<file path="config.mk">
export PLATFORM = sky130hd
export DESIGN_NAME = microsequencer
export DESIGN_NICKNAME = d
export VERILOG_FILES = /design/src/rtl/microsequencer.sv
export SDC_FILE = /design/constraint.sdc
export NUM_CORES = 1
export LEC_CHECK = 0
export BUFFER_PORTS_ARGS = -buffer_cell sky130_fd_sc_hd__buf_2
export CORE_MARGIN = 5
export CORE_UTILIZATION = 45
export CTS_BUF_LIST = sky130_fd_sc_hd__clkbuf_16
export DETAILED_ROUTE_END_ITERATION = 8
export GPL_TIMING_DRIVEN = 0
export PLACE_DENSITY = 0.77
export SYNTH_ARGS = -nofsm -noshare
export SYNTH_HDL_FRONTEND = slang
export SYNTH_SLANG_ARGS = --single-unit
</file>
<file path="constraint.sdc">
create_clock -name clk -period 1.7 [get_ports clk]
set_input_delay 0.255 -clock clk [delete_from_list [all_inputs] [get_ports clk]]
set_output_delay 0.255 -clock clk [all_outputs]
set_load 0.02 [all_outputs]
</file>
<file path="src/rtl/microsequencer.sv">
// Microsequencer: selects the next microstore state from the current microword
// fields, a condition flag and an opcode encoder. It also keeps a one-deep
// return register for CALL/RETURN and a sticky illegal-opcode flag.
module microsequencer (
  input  logic       clk,
  input  logic       reset,        // asynchronous, active-low
  input  logic [5:0] opcode,
  input  logic [2:0] ns_sel,
  input  logic [1:0] cond_sel,
  input  logic       inv,
  input  logic [6:0] cr_addr,
  input  logic       moc,
  input  logic       branch_cond,
  output logic [6:0] currentState,
  output logic       illegal_op
);

  typedef enum logic [2:0] {
    NS_DECODE  = 3'b000,
    NS_JUMP    = 3'b001,
    NS_INC     = 3'b010,
    NS_CJUMP   = 3'b011,
    NS_CDECODE = 3'b100,
    NS_WAIT    = 3'b101,
    NS_CALL    = 3'b110,
    NS_RETURN  = 3'b111
  } ns_mode_e;

  logic [6:0] state_q, state_d;
  logic [6:0] ret_q, ret_d;
  logic       illegal_q, illegal_d;

  logic [6:0] enc_state;
  logic       enc_legal;
  logic       cond;
  logic [6:0] state_inc;
  ns_mode_e   mode;

  assign mode      = ns_mode_e'(ns_sel);
  assign state_inc = state_q + 7'd1;  // 7-bit add, 127 wraps to 0

  // Opcode encoder: maps instruction classes to their first execute state.
  always_comb begin
    enc_state = 7'd0;
    enc_legal = 1'b1;
    case (opcode)
      6'b000000: enc_state = 7'd6;
      6'b100000, 6'b100001, 6'b100011,
      6'b100100, 6'b100101: enc_state = 7'd7;
      6'b101000, 6'b101001, 6'b101011: enc_state = 7'd13;
      6'b001000, 6'b001001, 6'b001010, 6'b001011,
      6'b001100, 6'b001101, 6'b001111: enc_state = 7'd16;
      6'b000010, 6'b000011: enc_state = 7'd11;
      6'b000100, 6'b000101: enc_state = 7'd12;
      default: begin
        enc_state = 7'd0;
        enc_legal = 1'b0;
      end
    endcase
  end

  // Condition select, optionally inverted.
  always_comb begin
    cond = 1'b0;
    case (cond_sel)
      2'b00:   cond = moc;
      2'b01:   cond = branch_cond;
      2'b10:   cond = 1'b1;
      default: cond = 1'b0;
    endcase
    cond = cond ^ inv;
  end

  // Next-state, return-register and illegal-flag computation.
  always_comb begin
    state_d   = state_q;
    ret_d     = ret_q;
    illegal_d = illegal_q;
    case (mode)
      NS_DECODE: begin
        state_d = enc_state;
        if (!enc_legal) illegal_d = 1'b1;
      end
      NS_JUMP:   state_d = cr_addr;
      NS_INC:    state_d = state_inc;
      NS_CJUMP:  state_d = cond ? cr_addr : state_inc;
      NS_CDECODE: begin
        if (cond) begin
          state_d = cr_addr;
        end else begin
          state_d = enc_state;
          if (!enc_legal) illegal_d = 1'b1;
        end
      end
      NS_WAIT:   state_d = cond ? state_inc : state_q;
      NS_CALL: begin
        state_d = cr_addr;
        ret_d   = state_inc;
      end
      NS_RETURN: state_d = ret_q;
      default:   state_d = state_q;
    endcase
  end

  // State registers; reset clears everything immediately.
  always_ff @(posedge clk or negedge reset) begin
    if (!reset) begin
      state_q   <= 7'd0;
      ret_q     <= 7'd0;
      illegal_q <= 1'b0;
    end else begin
      state_q   <= state_d;
      ret_q     <= ret_d;
      illegal_q <= illegal_d;
    end
  end

  assign currentState = state_q;
  assign illegal_op   = illegal_q;

endmodule

</file>
---- Yosys cells after proc, flatten, opt, wreduce, memory -nomap -nowiden ----
Index checks and enable logic that the tools add are counted.
storage, ports and cells
  bits in registers ....................... 15
  input bits .............................. 23
  output and inout bits ................... 8
  logic and storage cells ................. 57
operators by class
  $add $sub $neg .......................... 1
  equal/unequal tests ..................... 30
  muxes and demuxes ....................... 10
  bitwise logic cells ..................... 1
  reductions and logical operators ........ 12
operators by type and width
  kind                                                  count
  one-hot mux 7 bit (7 select lines)                    1
  equality test 6 bit (second input constant)           8
  equality test 6 x 4 -> 1 bit (second input constant)  7
  one-hot mux 5 bit (6 select lines)                    1
  2-to-1 mux 7 bit                                      3
  OR reduction 20 bit                                   1
  equality test 3 bit (second input constant)           4
  equality test 6 x 2 -> 1 bit (second input constant)  2
  equality test 6 x 3 -> 1 bit (second input constant)  2
  adder 7 x 1 -> 7 bit (second input constant)          1
  OR reduction 7 bit                                    1
  equality test 3 x 2 -> 1 bit (second input constant)  2
  logical NOT 6 bit                                     1
  OR reduction 2 bit                                    3
  OR reduction 5 bit                                    1
  inequality test 2 bit (second input constant)         2
  equality test 3 x 1 -> 1 bit (second input constant)  1
  logical NOT 3 bit                                     1
  2-to-1 mux 1 bit                                      3
  one-hot mux 1 bit (3 select lines)                    1
  OR reduction 3 bit                                    1
  equality test 2 x 1 -> 1 bit (second input constant)  1
  equality test 2 bit (second input constant)           1
  logical NOT 2 bit                                     1
  4 further kinds                                       4

---- Longest topological paths before layout ----
Gate-level depths: netlist (run 1).
  depth after elaboration ................. 6
  mapped depth ............................ 6
  mapped depth without buffers ............ 6

---- Least setup slack after synthesis (run 1) ----
Ideal clock, no wire load.
  kind .................................... register to register
  from .................................... register state_q[0] (netlist: currentState[0])
  to ...................................... register state_q[2] (netlist: currentState[2])
  setup time .............................. 132 ps
  arrival ................................. 1,501 ps
  data required time ...................... 1,568 ps
  setup slack ............................. 66 ps
  stages on the path, launching flop included .. 7
  path through ............................ dfrtp_1 ha_1 xnor2_1 o22ai_1 o21a_1 nor3_1 a32oi_1
between the ends
  cells in the longest elaborated chain, start to end .. 3
  elaborated cells between the ends (all ways) .. 4
RTL lines
  what                                    line    RTL
  start: declaration                      29      logic [6:0] state_q, state_d;
  start signal: assignment                112     state_q <= state_d;
  adder 7 x 1 -> 7 bit (*)                40      assign state_inc = state_q + 7'd1;
  2-to-1 mux 7 bit (on tied branches)     95, 86
  one-hot mux 7 bit (7 select lines) (*)  79      case (mode)
Mark *: on every way between the ends. The rest lies on a longest branch, timed or not. The select of a mux whose other input is x is not followed.
A chain may end at the register's enable or synchronous reset.

---- Worst setup path in the final report (run 1) ----
  from .................................... input port ns_sel[1]
  to ...................................... register ret_q[1]
between the ends
  cells in the longest elaborated chain, start to end .. 1
RTL lines
  what                    line  RTL
  start: declaration      8     input logic [2:0] ns_sel,
  equality test 3 bit     79
  end signal: assignment  113   ret_q <= ret_d;
  end: declaration        30    logic [6:0] ret_q, ret_d;
Every way passes these cells.

==> key figures, run 1 <==
Critical path
  – RR Startpoint: currentState[0]$_DFFE_PN0P_
  – Startpoint Class: input pin
  – CP arrival: approximately 1.8 ns
  – Worst Path Required: around 1.8 ns
  – Critical path class: in -> reg
  – Capturing element type of the critical path: flip-flop
  – Critical path origin: ns_sel[1]
  – Crit Path Max Fanout: 10

Synth
  – Synth Warn #: 0
  – Post-synthesis cell count: approximately 190
  – Synth Area in XOR/XNOR: 2.994%
  – Post-synthesis instance area: ~1500 um2
  – Seq/Total Area, Yosys: between 20% and 30%
  – Mux cell area share after synthesis: 1.454%
  – Primary FF master, synth: dfrtp_1
  – Post-Synth Adder-Cell Area: 0.8554%
  – Simple-Gate Fraction of Synth Area: between 20 and 30%
  – Yosys cell types: 54
  – Largest family of logic cells by synthesized area: compound AO/OA/AOI/OAI gates
  – FF+latch count, synth: 15
  – Synth Area per Inst: about 7.7 um2
  – Ys async rst share: between 90% and 100%
  – Post-synthesis compound-gate area fraction: between 30% and 40%
  – Synth Net Count: 215
  – Number of synthesized flops with an enable pin: 0

STA
  – Min cycle time layout: 1.640 ns
  – Fmax: approximately 610 MHz
  – Final setup fails: 0
  – Setup TNS Final: 0 ns
  – Worst Tran Pin Value: approximately 0.55 ns
  – Skew final: roughly 0.0012 ns
  – Worst rel slew slack: between 60% and 70%
  – Max-slew violations: 0
  – RSZ-0062 raised after global routing: no
  – Fin. Hold Viols: 0
  – Crit share post-route: 96.48%

Power
  – Comb power frac: between 30% and 40%
  – Peak VDD IR: roughly 630 uV
  – Switching Fraction: 34.57%
  – Pwr dens: roughly 810 nW/um2
  – Seq pwr share: between 30% and 40%
  – Clk pwr share: 29.8%
  – Leakage: around 0.76 nW
  – Total power: around 0.0015 W
  – Cell Int Power: approximately 0.001 W
  – Switching Power: approximately 0.00052 W

Drt
  – Via density: around 6.3
  – Post-route antenna net violation count: 0
  – Drt first pass iters: 7
  – Vias post-DR: ~1,700
  – DR WL/cell: around 17 um
  – Total routed wirelength: between 4 and 5 mm
  – Residual DRC: 0
  – Initial drt markers: about 170

Clock network
  – Clock input transition at the sequential cells of the worst setup and hold paths: about 0.05 ns
  – Htree depth: 1
  – CTS sink cnt: 15
  – CTS tree: done
  – CTS max path bufs: 2
  – Clk root buf: clkbuf_16
  – CTS Buf Count: 3
  – Clk_lat worst skew: roughly 0.24 ns

Global route
  – Largest net degree at the start of global routing: 16
  – Total congestion overflow: 0
  – Number of global-route vias before repair: roughly 1,600
  – Initial antenna violation count: 0
  – First-pass GRT wire length: about 7.3 mm
  – Total Routing Usage GR: 20.90%

Floorplanning
  – Die area: roughly 4500 um2
  – Core area: ~3100 um2
  – Io pins: 31
  – Die height: 67.01 um
  – Initial Utilization: between 40% and 50%
  – # rows: 20
  – Width of the die: between 60 and 70 um

Layout
  – Finished layout cell area: between 1500 and 2000 um2
  – Ant diodes: 0
  – Post-layout nets: about 260
  – Fin cells: around 270
  – Layout area overhead: 26.35%
  – Most common cell after layout, fill and taps aside: buf_2
  – Commonest non-fill, non-tap cells in the layout: 32 x buf_2, 22 x nand2_1, 16 x o21ai_0
  – # fillers: 278
  – Share of cells above drive strength 1: 26.09%
  – Core Util, Final: 60.04%

Placement
  – Placed cell count: 265
  – Post-DP HPWL: ~3.2 mm
  – Dpl cell area: 1668 um2
  – Final Wtd Congestion: approximately 0.93
  – PortBufs: 30

Flow run
  – Total of max-cap violations: 0

Status
  – Outcome: completed

Worst hold path
  – Worst min path class: in -> reg
  – HP Start: cr_addr[3]
==> cell type report <==
class | instances | area [um2] | area share (%)
Multi-Input combinational cell | 158 | 1052 | 56.94
Clock buffer | 3 | 75.07 | 4.062
Buffer | 13 | 75.07 | 4.062
Timing Repair Buffer | 35 | 190.2 | 10.29
Clock inverter | 1 | 3.754 | 0.2031
Tap cell | 44 | 55.05 | 2.979
Inverter | 5 | 18.77 | 1.016
Sequential cell | 15 | 377.9 | 20.45
==> flip-flops by register name, indices dropped and copies added, names as in the netlist <==
signal,count
ret_q,7
illegal_op,1
currentState,7
==> critical path, stage by stage <==
cell and delay [ns]:
buf_2 0.12, buf_6 0.15, clkbuf_1 0.43, nand2_1 0.29
clkbuf_1 0.29, nand2_1 0.11, o21ai_0 0.09
==> metrics by stage <==
| step | hold WS, ns | setup slack [ns] |
|---|---|---|
| 2_1_floorplan | -0.04059 | 0.06644 |
| 3_3_place_gp | 0.1791 | -0.1963 |
| 3_5_place_dp | 0.1785 | -0.1930 |
| 4_1_cts | 0.2306 | 0.01097 |
| 5_1_grt | 0.2461 | 0.008309 |
| 6_report | 0.2317 | 0.05992 |
==> cells in the mapped netlist, drive strengths merged, types with 3 or more instances <==
cell type,count,area (um2)
a32oi,3,26.28
o31ai,5,37.54
or3,4,25.02
buf,5,40.04
a21oi,10,50.05
nand2b,9,56.30
nand3,6,30.03
and3,3,18.77
o32ai,3,26.28
o21ai,19,102.6
nor3,7,45.04
nand2,22,82.58
dfrtp,15,375.4
nor2,10,37.54
inv,5,18.77
clkbuf,8,30.03
xor2,3,26.28
o22ai,7,43.79
nor2b,6,37.54
o21a,3,22.52
==> layer usage <==
metal | global-route usage [%] | vias up | wire (um)
li1 | - | 802 | -
met1 | 26.50 | 814 | 1833
met2 | 32.52 | 91 | 2183
met3 | 7.083 | 15 | 464
met4 | 7.595 | 0 | 85
met5 | 0 | - | 0
==> cells by family (layout without fill, tap and decap cells) <==
group | after synthesis | in the layout
DFF | 15 | 15
adders and majority gates | 1 | 1
AOI/OAI and AO/OA | 73 | 73
and+or+nand+nor | 77 | 77
muxes | 2 | 2
buffers and inverters | 18 | 57
xor gates and xnor gates | 5 | 5
==> worst paths after layout <==
path | end | slack [ns] | cells past startpoint
max in group asynchronous | currentState[2]$_DFFE_PN0P_ | 0.96 | 2
max reg2reg | currentState[2]$_DFFE_PN0P_ | 0.08 | 6
min reg2reg | illegal_op$_DFFE_PN0P_ | 0.46 | 1
min | currentState[3]$_DFFE_PN0P_ | 0.23 | 2
max | ret_q[1]$_DFFE_PN0N_ | 0.06 | 7
min in group asynchronous | ret_q[6]$_DFFE_PN0N_ | 0.45 | 2
==> repair_timing <==
action,CTS,global route
endpoints found under the setup margin,2,6
pin swaps,1,1
gates cloned,0,0
hold buffers,1,0
buffers inserted,1,3
endpoints found under the hold margin,15,0
resized for setup,3,12
==> power by group through the flow <==
| stage | clock [W] | sequential [W] | combinational (W) |
|---|---|---|---|
| 3_5_place_dp | 0 | 0.000497 | 0.000473 |
| 5_1_grt | 0.000476 | 0.000508 | 0.000606 |
| 2_1_floorplan | 0 | 0.000515 | 0.000294 |
| 6_report | 0.000449 | 0.000499 | 0.000557 |
| 4_1_cts | 0.000456 | 0.000495 | 0.000500 |
| 3_3_place_gp | 0 | 0.000495 | 0.000468 |
No activity file was read; power rests on OpenSTA's default activity.
==> inputs of run 2 (changes only) <==
--- a/config.mk
+++ b/config.mk
@@ -8,7 +8,6 @@
 export BUFFER_PORTS_ARGS = -buffer_cell sky130_fd_sc_hd__buf_2
 export CORE_MARGIN = 5
 export CORE_UTILIZATION = 45
-export CTS_BUF_LIST = sky130_fd_sc_hd__clkbuf_16
 export DETAILED_ROUTE_END_ITERATION = 8
 export GPL_TIMING_DRIVEN = 0
 export PLACE_DENSITY = 0.77
==> key figures, run 2 (synthesis gave the netlist of run 1 again) <==
Status
  – Outcome: completed

STA
  – Crit share post-route: 94.71% (-1.8 points)
  – Worst rel slew slack: 67.31% (+4.7 points)
  – Final setup fails: 0 (unchanged)
  – Hold_ws: 0.1875 ns (-0.04420 ns)
  – Worst Tran Pin Value: 0.4903 ns (-0.06327 ns)
  – RSZ-0062 raised after global routing: no
  – Min cycle time layout: 1.610 ns (-0.03002 ns)
  – Skew final: 0.009649 ns (+0.008479 ns)
  – Max-slew violations: 0 (unchanged)
  – Fmax: 621.1 MHz (+1.9%)
  – Fin. Hold Viols: 0 (unchanged)

Critical path
  – Critical path class: in -> reg
  – CP delay by family, top: compound AO/OA/AOI/OAI gates
  – Worst path buffer plus inverter count: 2 (-2)
  – CP max-delay cell: a2111o_1
  – Capturing element type of the critical path: flip-flop
  – Worst Path Required: 1.87 ns (+0.06 ns)
  – Crit Path Max Fanout: 10 (unchanged)
  – CP arrival: 1.78 ns (+0.03 ns)
  – Startpoint Class: input pin
  – Critical path, cell by cell: buf_2 > o21ba_2 > nor3_2 > buf_6 > o21ai_2 > a22o_1 > a2111o_1
  – Largest stage delay, worst path: 0.43 ns (about the same)

Floorplanning
  – Width of the die: 67.01 um (unchanged)
  – Die area: 4490 um2 (unchanged)
  – Die height: 67.01 um (unchanged)
  – Core area: 3078 um2 (unchanged)
  – Io pins: 31 (unchanged)
  – Initial Utilization: 47.52% (unchanged)
  – # rows: 20 (unchanged)

Clock network
  – CTS sink cnt: 15 (unchanged)
  – Clk_lat worst skew: 0.29 ns (+0.05 ns)
  – Htree depth: 1 (unchanged)
  – CTS Buf Count: 3 (unchanged)
  – Clock input transition at the sequential cells of the worst setup and hold paths: 0.08 ns (+0.03 ns)
  – CTS tree: done
  – Clk root buf: clkbuf_4
  – CTS max path bufs: 2 (unchanged)

Global route
  – Number of global-route vias before repair: 1,554 (-3.2%)
  – Total Routing Usage GR: 20.48% (-0.42 points)
  – Total congestion overflow: 0 (unchanged)
  – Initial antenna violation count: 0 (unchanged)
  – First-pass GRT wire length: 7.141 mm (-1.7%)
  – Largest net degree at the start of global routing: 16 (unchanged)

Drt
  – Vias post-DR: 1,680 (-2.4%)
  – Initial drt markers: 134 (-20%)
  – Drt first pass iters: 4 (-3)
  – Residual DRC: 0 (unchanged)
  – Total routed wirelength: 4.344 mm (-4.9%)
  – DR WL/cell: 15.91 um (-4.5%)
  – Via density: 6.154 (-2.1%)
  – Post-route antenna net violation count: 0 (unchanged)

Worst hold path
  – Worst min path class: in -> reg

Power
  – Pwr dens: 697.0 nW/um2 (-14%)
  – Total power: 0.001234 W (-18%)
  – Leakage: 0.7287 nW (-4.6%)
  – Peak VDD IR: 615.2 uV (-2.3%)

Layout
  – Ant diodes: 0 (unchanged)
  – Commonest non-fill, non-tap cells in the layout: 32 x buf_2, 22 x nand2_1, 16 x o21ai_0
  – Most common cell after layout, fill and taps aside: buf_2
  – Post-layout nets: 254 (-0.39%)
  – Layout area overhead: 21.04%
  – Finished layout cell area: 1770 um2 (-4.2%)
  – # fillers: 298 (+7.2%)
  – Share of cells above drive strength 1: 24.89% (-1.2 points)

Placement
  – Final Wtd Congestion: 0.9290 (unchanged)
  – PortBufs: 30 (unchanged)
  – Post-DP HPWL: 3.206 mm (unchanged)
  – Dpl cell area: 1668 um2 (unchanged)

Flow run
  – Total of max-cap violations: 0 (unchanged)
-- run 2: cell types whose count changed in the layout (fill, tap and decap cells not counted), sizes merged --
| cell | delta |
|---|---|
| buf | -1 |
| clkbuf | +1 |
| inv | -1 |
-- run 2: final timing paths --
check | start | to | slack (ns) | cells past startpoint
worst max-delay path | cond_sel[1] | currentState[3]$_DFFE_PN0P_ | 0.09 | 7
worst min-delay path | cr_addr[3] | currentState[3]$_DFFE_PN0P_ | 0.19 | 2
worst max register to register | currentState[0]$_DFFE_PN0P_ | currentState[2]$_DFFE_PN0P_ | 0.09 | 6
worst min register to register | illegal_op$_DFFE_PN0P_ | illegal_op$_DFFE_PN0P_ | 0.47 | 1
max in group asynchronous | reset | currentState[0]$_DFFE_PN0P_ | 1.01 | 2
min in group asynchronous | reset | ret_q[6]$_DFFE_PN0N_ | 0.39 | 2
-- run 2: final cells by class --
type	instances	area (um2)	area share (%)
timing repair buffer	34	182.7	10.32
sequential	15	376.6	21.27
buffer	13	73.82	4.170
clock buffer	4	26.28	1.484
inverter	5	18.77	1.060
tap	44	55.05	3.110
multi-input combinational	158	1037	58.59
-- run 2: report_power, final --
| group | internal (W) | total, W | switching [W] |
|---|---|---|---|
| Sequential | 0.000426 | 0.000486 | 0.0000602 |
| Combinational | 0.000229 | 0.000541 | 0.000312 |
| Clock | 0.0000913 | 0.000207 | 0.000116 |
-- run 2: metal layers --
layer | vias up | GRT usage [%] | wire length [um]
li1 | 807 | - | -
met1 | 779 | 27.42 | 1839
met2 | 84 | 31.41 | 2052
met3 | 10 | 5.396 | 381
met4 | 0 | 7.089 | 70
met5 | - | 0 | 0
-- run 2: what timing repair did --
action                                  CTS  global route
setup buffers                             2             1
pin swaps                                 1             1
hold buffers                              1             0
endpoints found under the setup margin    2             5
hold endpoints to repair                 15             0
gates cloned                              0             0
gates resized for setup                   2             7
-- run 2: per-stage QoR --
step                      setup slack, ns  setup TNS [ns]  util, %  instances
final                             0.08994               0    57.52        273
after global placement            -0.1963          -1.558    54.19        265
after global routing              0.01469               0    57.52        273
after detailed placement          -0.1930          -1.466    54.19        265
after floorplan                   0.06644               0        -        191
after CTS                         0.03686               0    56.14        272
-- run 2: worst register-to-register path: cells and delay by family, from the launching register on --
kind                     cells  cell delay [ns]
AO/OA/AOI/OAI                3             0.44
flip-flops                   1             0.43
XOR/XNOR                     1             0.27
adder cells (fa/ha/maj)      1             0.26
AND/OR/NAND/NOR              1             0.11
